**src/rtl/plp_pkg.sv**
```systemverilog
// ============================================================================
// Module   : plp_pkg
// Purpose  : Shared constants and types for the instruction fetch slice.
// Revision : 1.0 - initial release
// ============================================================================
`default_nettype none

package plp_pkg;

  localparam logic [31:0] PLP_RESET_PC   = 32'h0000_0000;
  localparam int unsigned PLP_WORD_BYTES = 4;
  localparam int unsigned PLP_INST_W     = 32;

  typedef struct packed {
    logic [31:0]           pc;
    logic [PLP_INST_W-1:0] inst;
  } fetch_entry_t;

  typedef enum logic [0:0] {
    ST_RESET = 1'b0,
    ST_RUN   = 1'b1
  } ifetch_state_t;

endpackage

`default_nettype wire

```
**src/rtl/ifetch_fifo.sv**
```systemverilog
// ============================================================================
// Module   : ifetch_fifo
// Purpose  : DEPTH-entry prefetch queue of {pc, inst} with flush and registered head.
// Revision : 1.0 - initial release
// ============================================================================
`default_nettype none

module ifetch_fifo
  import plp_pkg::*;
#(
  parameter int unsigned DEPTH = 4
) (
  input  logic                     clk,
  input  logic                     rst,
  input  logic                     flush_i,
  input  logic                     push_i,
  input  fetch_entry_t             push_data_i,
  input  logic                     pop_i,
  output logic [$clog2(DEPTH):0]   count_o,
  output logic                     head_valid_o,
  output fetch_entry_t             head_o
);

  localparam int unsigned c_aw = $clog2(DEPTH);
  localparam int unsigned c_cw = c_aw + 1;

  fetch_entry_t      mem_q [DEPTH];
  logic [c_aw-1:0]   wr_ptr_q, wr_ptr_d;
  logic [c_aw-1:0]   rd_ptr_q, rd_ptr_d;
  logic [c_cw-1:0]   count_q, count_d;
  logic [c_cw-1:0]   remain;
  logic              pop_eff;
  logic              head_valid_q, head_valid_d;
  fetch_entry_t      head_q, head_d;

  always_comb begin
    pop_eff      = pop_i && (count_q != '0);
    remain       = count_q - c_cw'(pop_eff);
    rd_ptr_d     = rd_ptr_q + c_aw'(pop_eff);
    wr_ptr_d     = wr_ptr_q + c_aw'(push_i);
    count_d      = remain + c_cw'(push_i);
    head_valid_d = head_valid_q;
    head_d       = head_q;
    if (flush_i) begin
      rd_ptr_d     = '0;
      wr_ptr_d     = '0;
      count_d      = '0;
      head_valid_d = 1'b0;
    end else begin
      head_valid_d = (count_d != '0);
      // Head is built from next-state so a push into an empty queue is visible next cycle.
      if (remain == '0) begin
        if (push_i) head_d = push_data_i;
      end else begin
        head_d = mem_q[rd_ptr_d];
      end
    end
  end

  always_ff @(posedge clk) begin
    if (!rst) begin
      wr_ptr_q     <= '0;
      rd_ptr_q     <= '0;
      count_q      <= '0;
      head_valid_q <= 1'b0;
      head_q       <= '0;
    end else begin
      wr_ptr_q     <= wr_ptr_d;
      rd_ptr_q     <= rd_ptr_d;
      count_q      <= count_d;
      head_valid_q <= head_valid_d;
      head_q       <= head_d;
    end
  end

  always_ff @(posedge clk) begin
    if (rst && push_i && !flush_i) mem_q[wr_ptr_q] <= push_data_i;
  end

  assign count_o      = count_q;
  assign head_valid_o = head_valid_q;
  assign head_o       = head_q;

endmodule

`default_nettype wire

```
**src/rtl/mod_ifetch.sv**
```systemverilog
// ============================================================================
// Module   : mod_ifetch
// Purpose  : Fetch PC, ROM request/response and prefetch queue feeding decode.
//            Define IFETCH_PERF_EN to add the perf_stall decode-starvation counter.
// Revision : 1.0 - initial release
// ============================================================================
`default_nettype none

module mod_ifetch
  import plp_pkg::*;
#(
  parameter logic [31:0] RESET_PC = PLP_RESET_PC,
  parameter int unsigned DEPTH    = 4
) (
  input  logic        clk,
  input  logic        rst,
  input  logic        redirect,
  input  logic [31:0] redirect_pc,
  output logic        rom_ie,
  output logic [31:0] rom_iaddr,
  input  logic [31:0] rom_iout,
  output logic        inst_valid,
  input  logic        inst_ready,
  output logic [31:0] inst_data,
  output logic [31:0] inst_pc
`ifdef IFETCH_PERF_EN
  ,
  output logic [31:0] perf_stall
`endif
);

  localparam int unsigned c_cw         = $clog2(DEPTH) + 1;
  localparam int unsigned c_sw         = c_cw + 1;
  localparam logic [c_sw-1:0] c_depth  = c_sw'(DEPTH);
  localparam logic [31:0] c_word       = 32'(PLP_WORD_BYTES);
  localparam logic [31:0] c_align_mask = ~(c_word - 32'd1);

  ifetch_state_t   state_q, state_d;
  logic [31:0]     fetch_pc_q, fetch_pc_d;
  logic [31:0]     req_pc_q;
  logic [31:0]     rom_iaddr_q;
  logic            rom_ie_q;
  logic            inflight_q;
  logic            kill_q;
  logic [31:0]     issue_pc;
  logic            issue;
  logic            push;
  logic            pop;
  logic [c_sw-1:0] committed;
  logic [c_cw-1:0] fifo_count;
  logic            head_valid;
  fetch_entry_t    push_entry;
  fetch_entry_t    head;

  // A redirect issues its target in the same cycle, so fetch_pc already advances past it.
  always_comb begin
    state_d    = ST_RUN;
    issue_pc   = (state_q == ST_RESET) ? RESET_PC : fetch_pc_q;
    if (redirect) issue_pc = redirect_pc & c_align_mask;
    push       = inflight_q && !kill_q && !redirect;
    pop        = head_valid && inst_ready && !redirect;
    committed  = c_sw'(fifo_count) + c_sw'(push) - c_sw'(pop) + c_sw'(rom_ie_q);
    if (redirect) committed = '0;
    issue      = (committed < c_depth);
    fetch_pc_d = issue ? (issue_pc + c_word) : issue_pc;
    push_entry = '{pc: req_pc_q, inst: rom_iout};
  end

  always_ff @(posedge clk) begin
    if (!rst) begin
      state_q     <= ST_RESET;
      fetch_pc_q  <= RESET_PC;
      req_pc_q    <= '0;
      rom_iaddr_q <= '0;
      rom_ie_q    <= 1'b0;
      inflight_q  <= 1'b0;
      kill_q      <= 1'b0;
    end else begin
      state_q     <= state_d;
      fetch_pc_q  <= fetch_pc_d;
      rom_ie_q    <= issue;
      if (issue) rom_iaddr_q <= issue_pc;
      inflight_q  <= rom_ie_q;
      req_pc_q    <= rom_iaddr_q;
      kill_q      <= redirect;
    end
  end

  ifetch_fifo #(
    .DEPTH (DEPTH)
  ) u_fifo (
    .clk          (clk),
    .rst          (rst),
    .flush_i      (redirect),
    .push_i       (push),
    .push_data_i  (push_entry),
    .pop_i        (pop),
    .count_o      (fifo_count),
    .head_valid_o (head_valid),
    .head_o       (head)
  );

  assign rom_ie     = rom_ie_q;
  assign rom_iaddr  = rom_iaddr_q;
  assign inst_valid = head_valid;
  assign inst_data  = head.inst;
  assign inst_pc    = head.pc;

`ifdef IFETCH_PERF_EN
  logic [31:0] perf_stall_q;

  always_ff @(posedge clk) begin
    if (!rst) begin
      perf_stall_q <= '0;
    end else if (!head_valid && inst_ready && (perf_stall_q != '1)) begin
      perf_stall_q <= perf_stall_q + 32'd1;
    end
  end

  assign perf_stall = perf_stall_q;
`endif

endmodule

`default_nettype wire

```
**config.mk**
```make
export PLATFORM = sky130hd
export DESIGN_NAME = mod_ifetch
export DESIGN_NICKNAME = d
export VERILOG_FILES = /design/src/rtl/plp_pkg.sv /design/src/rtl/ifetch_fifo.sv /design/src/rtl/mod_ifetch.sv
export SDC_FILE = /design/constraint.sdc
export NUM_CORES = 1
export LEC_CHECK = 0
export ABC_CLOCK_PERIOD_IN_PS = 21900
export CAP_MARGIN = 20
export CELL_PAD_IN_SITES_DETAIL_PLACEMENT = 1
export CELL_PAD_IN_SITES_GLOBAL_PLACEMENT = 2
export CORE_MARGIN = 4
export CORE_UTILIZATION = 43
export CTS_CLUSTER_SIZE = 16
export DETAILED_ROUTE_END_ITERATION = 7
export PLACE_DENSITY_LB_ADDON = 0.1
export SKIP_CTS_REPAIR_TIMING = 1
export SLEW_MARGIN = 10
export SYNTH_ARGS = -nofsm -noshare
export SYNTH_HDL_FRONTEND = slang
export SYNTH_SLANG_ARGS = --single-unit
export TNS_END_PERCENT = 20
```
**constraint.sdc**
```tcl
create_clock -name clk -period 21.9 [get_ports clk]
set_input_delay 2.19 -clock clk [delete_from_list [all_inputs] [get_ports clk]]
set_output_delay 2.19 -clock clk [all_outputs]
set_load 0.01 [all_outputs]
```
==> impl_metrics.ini <==
[status]
outcome = completed

[logic_synthesis]
synth_fp_nets = 1319
yosysTopAreaCell = edfxtp_1
ys.warnings.count = 0
synth_top_area_share_pct = 46.25
async_reset_ff_share_pct = 0
synthCells = 1240
avgSynthCellArea_sq_um = 13.40
synth-edff-count = 256
synth_area_sq_mm = 0.01662
synth_ff_type = edfxtp_1
ys_ff_latch = 428
ys_seq_area_share_pct = 66.97
ys_types = 58
netlist_top_cells_area = edfxtp_1, dfxtp_1, mux4_2, nand2_1, o21ai_0

[critical_path]
worstRegToRegCells = 9
r2r_slack_ps = 18190
required_ps = 22410
crit_fanout = 84
arrival_ps = 6050
worstReg2RegEnd = fetch_pc_q[20]
critical_path.endpoint_type = flip-flop
critPathKind = input port to flip-flop
start_kind = input port
r2r_start = state_q

[sta]
rsz0062_at_grt = no
max_slew.worst_pin.slew_ps = 953.4
slew_headroom_pct = 36.44
clock.fmax_ghz = 0.1804
setup_viol = 0
hold_viol_final = 0
fin_crit_sh_pct = 25.31
post-route-min-period_ps = 5542
setup-tns-final_ps = 0
slew_violations = 0
finClkSkew_ps = 22.56

[global_routing]
grt_first_pass_wirelength_microns = 66870
overflow = 0
grt_max_degree = 86
grt_pass1_vias = 11233
antenna_found_initial = 0
track_usage_pct = 20.56

[power]
seq_power_share_pct = 51.9
power.switching_w = 0.0003730
power.density_mw_per_mm2 = 83.93
ir_drop_mv = 0.05633
cell_internal_pwr_w = 0.001325
comb_power_share_pct = 5.5
total_power_w = 0.001698
p_sw_share_pct = 21.96
p_leak_nw = 6.792
clkPwrFrac_pct = 42.6

[route]
drt_iter0_markers = 568
via_per_inst = 5.569
wl_per_cell_microns = 22.30
wirelength_microns = 43220
via_count = 10792
firstDrtPassIters = 5
postRouteAntennaNets = 0
drc = 0

[floorplan]
rows = 71
start_util_pct = 43.81
die_h_microns = 204.6
die_x_microns = 204.6
die-area_sq_mm = 0.04186
coreArea_sq_mm = 0.03793
io_pins = 166

[flow_run]
cap_violations = 0

[clocking]
htree_levels = 2
clkTransAtPathRegs_ps = 60
numCtsBuffers = 45
cts_tree = yes
clockRootBuffer = clkbuf_16
numClockSinks = 428
clock_path_buffers = 3
worstSkewPairLatency_ps = 570

[finish]
drive_above_1_share_pct = 12.33
area_growth_syn_to_layout_pct = 21.74
diodes = 0
fin_nets = 1470

[hold_path]
hold_start = fetch_pc_q[1]
holdCritPathClass = flip-flop to flip-flop
hold_end = fetch_pc_q[1]
hold_depth = 2

[place]
gpl.final_weighted_congestion = 0.7966
dpl.hpwl_microns = 26370
portBuffers = 163
==> power by group through the flow <==
stage / sequential, W / clock, W / combinational, W
finish: 0.000881 / 0.000723 / 0.0000940
global route: 0.000883 / 0.000781 / 0.000103
CTS: 0.000881 / 0.000745 / 0.0000952
detailed placement: 0.000898 / 0 / 0.0000947
global placement: 0.000898 / 0 / 0.0000931
floorplan: 0.000898 / 0 / 0.0000385
==> synth_stat cells, drive strengths merged, types with 4 or more instances <==
| master | n |
|---|---|
| edfxtp | 256 |
| dfxtp | 172 |
| nand2 | 153 |
| o21ai | 100 |
| mux4 | 64 |
| clkbuf | 59 |
| nor2 | 55 |
| a31oi | 50 |
| and2 | 41 |
| a21oi | 31 |
| nand3 | 29 |
| a211oi | 23 |
| buf | 23 |
| inv | 18 |
| nor3 | 18 |
| a22oi | 15 |
| and3 | 15 |
| nand4b | 15 |
| ha | 11 |
| nor4 | 8 |
| a22o | 7 |
| o31ai | 7 |
| xnor2 | 7 |
| o31a | 6 |
| or3 | 6 |
| nand4 | 5 |
| a222oi | 4 |
| a32o | 4 |
| xor2 | 4 |
==> through the flow <==
stage / hold slack, ps / cells / instance area, sq um / util (%) / worst slack [ps]
5_1_grt: 492.7 / 1938 / 20230 / 53.34 / 16020
2_1_floorplan: 428.1 / 1240 / 16620 / - / 12230
6_report: 452.1 / 1938 / 20230 / 53.34 / 16360
4_1_cts: 456.9 / 1936 / 20210 / 53.27 / 16350
3_5_place_dp: 443.7 / 1853 / 18800 / 49.57 / 15750
3_3_place_gp: 437.8 / 1852 / 18780 / 49.50 / 15780
==> placed cells by master (no fill, tap or decap), types with 3 or more instances in the layout <==
master / count
clkbuf_1: 11
o21ai_0: 99
xnor2_1: 7
o31ai_1: 6
o31a_1: 6
a211oi_1: 23
dfxtp_1: 172
and4_1: 3
clkbuf_16: 45
and3_1: 15
xor2_1: 3
clkbuf_8: 10
nand4b_1: 15
a32o_1: 4
and2_1: 40
ha_1: 10
clkdlybuf4s50_1: 161
edfxtp_1: 256
buf_4: 21
a22o_1: 7
mux4_2: 64
a31oi_1: 50
a222oi_1: 4
nor2b_1: 3
nand2_1: 152
nor2_1: 53
a21oi_1: 31
nand4_1: 5
or3_1: 5
inv_1: 18
nand3_1: 28
clkinv_2: 10
a22oi_1: 14
nor3_1: 17
nor4_1: 6
==> logic make-up after synthesis <==
kind of cell | after synthesis | share of synthesized area [%]
AO/OA/AOI/OAI | 266 | 10.08
XOR/XNOR | 11 | 0.5797
adder cells (fa/ha/maj) | 11 | 0.8281
buffers and inverters | 100 | 2.424
flip-flops | 428 | 66.97
multiplexers | 65 | 8.733
AND/OR/NAND/NOR | 359 | 10.38
==> layout make-up <==
type                       count  area [sq um]
sequential                   428         11130
tap                          511         639.4
timing repair buffer         186          1827
clock inverter                17         100.1
inverter                      18         67.56
clock buffer                  66          1305
fill                        3780         17700
multi-input combinational    712          5164
==> metal layers <==
metal  GRT usage, %  up-vias  routed length [microns]
li1               -     5022                        -
met4          4.523        0                      761
met5              0        -                        0
met3          3.736       51                     2072
met1          29.84     5489                    20030
met2          32.75      230                    20350
==> state kept, by name (all words and copies together) (netlist names) <==
signal and flops:
u_fifo.count_o 3, u_fifo.wr_ptr_q 2, u_fifo.rd_ptr_q 2, u_fifo.mem_q 256, u_fifo.head_valid_o 1, state_q 1
fetch_pc_q 32, req_pc_q 32, u_fifo.head_o 64, kill_q 1, inflight_q 1, rom_ie 1
rom_iaddr 32
==> worst max path at each step <==
| stage | from | cells after the start | endpoint |
|---|---|---|---|
| 2_1_floorplan | redirect | 7 | u_fifo.mem_q[0][0] |
| 3_3_place_gp | redirect | 16 | fetch_pc_q[19] |
| 3_5_place_dp | redirect | 16 | fetch_pc_q[20] |
| 4_1_cts | redirect | 16 | fetch_pc_q[20] |
| 5_1_grt | redirect | 16 | fetch_pc_q[19] |
| 6_report | redirect | 16 | fetch_pc_q[20] |
==> worst max-delay path, stage by stage <==
cell,delay (ps)
buf_2,70
buf_4,580
nor2_1,100
and2_1,240
inv_1,70
buf_4,310
ha_1,290
inv_1,60
ha_1,230
a211oi_1,270
o211ai_1,210
nand2_1,90
buf_4,510
nand2_1,280
inv_1,280
a32o_1,200
(Power assumes the default switching activity.)
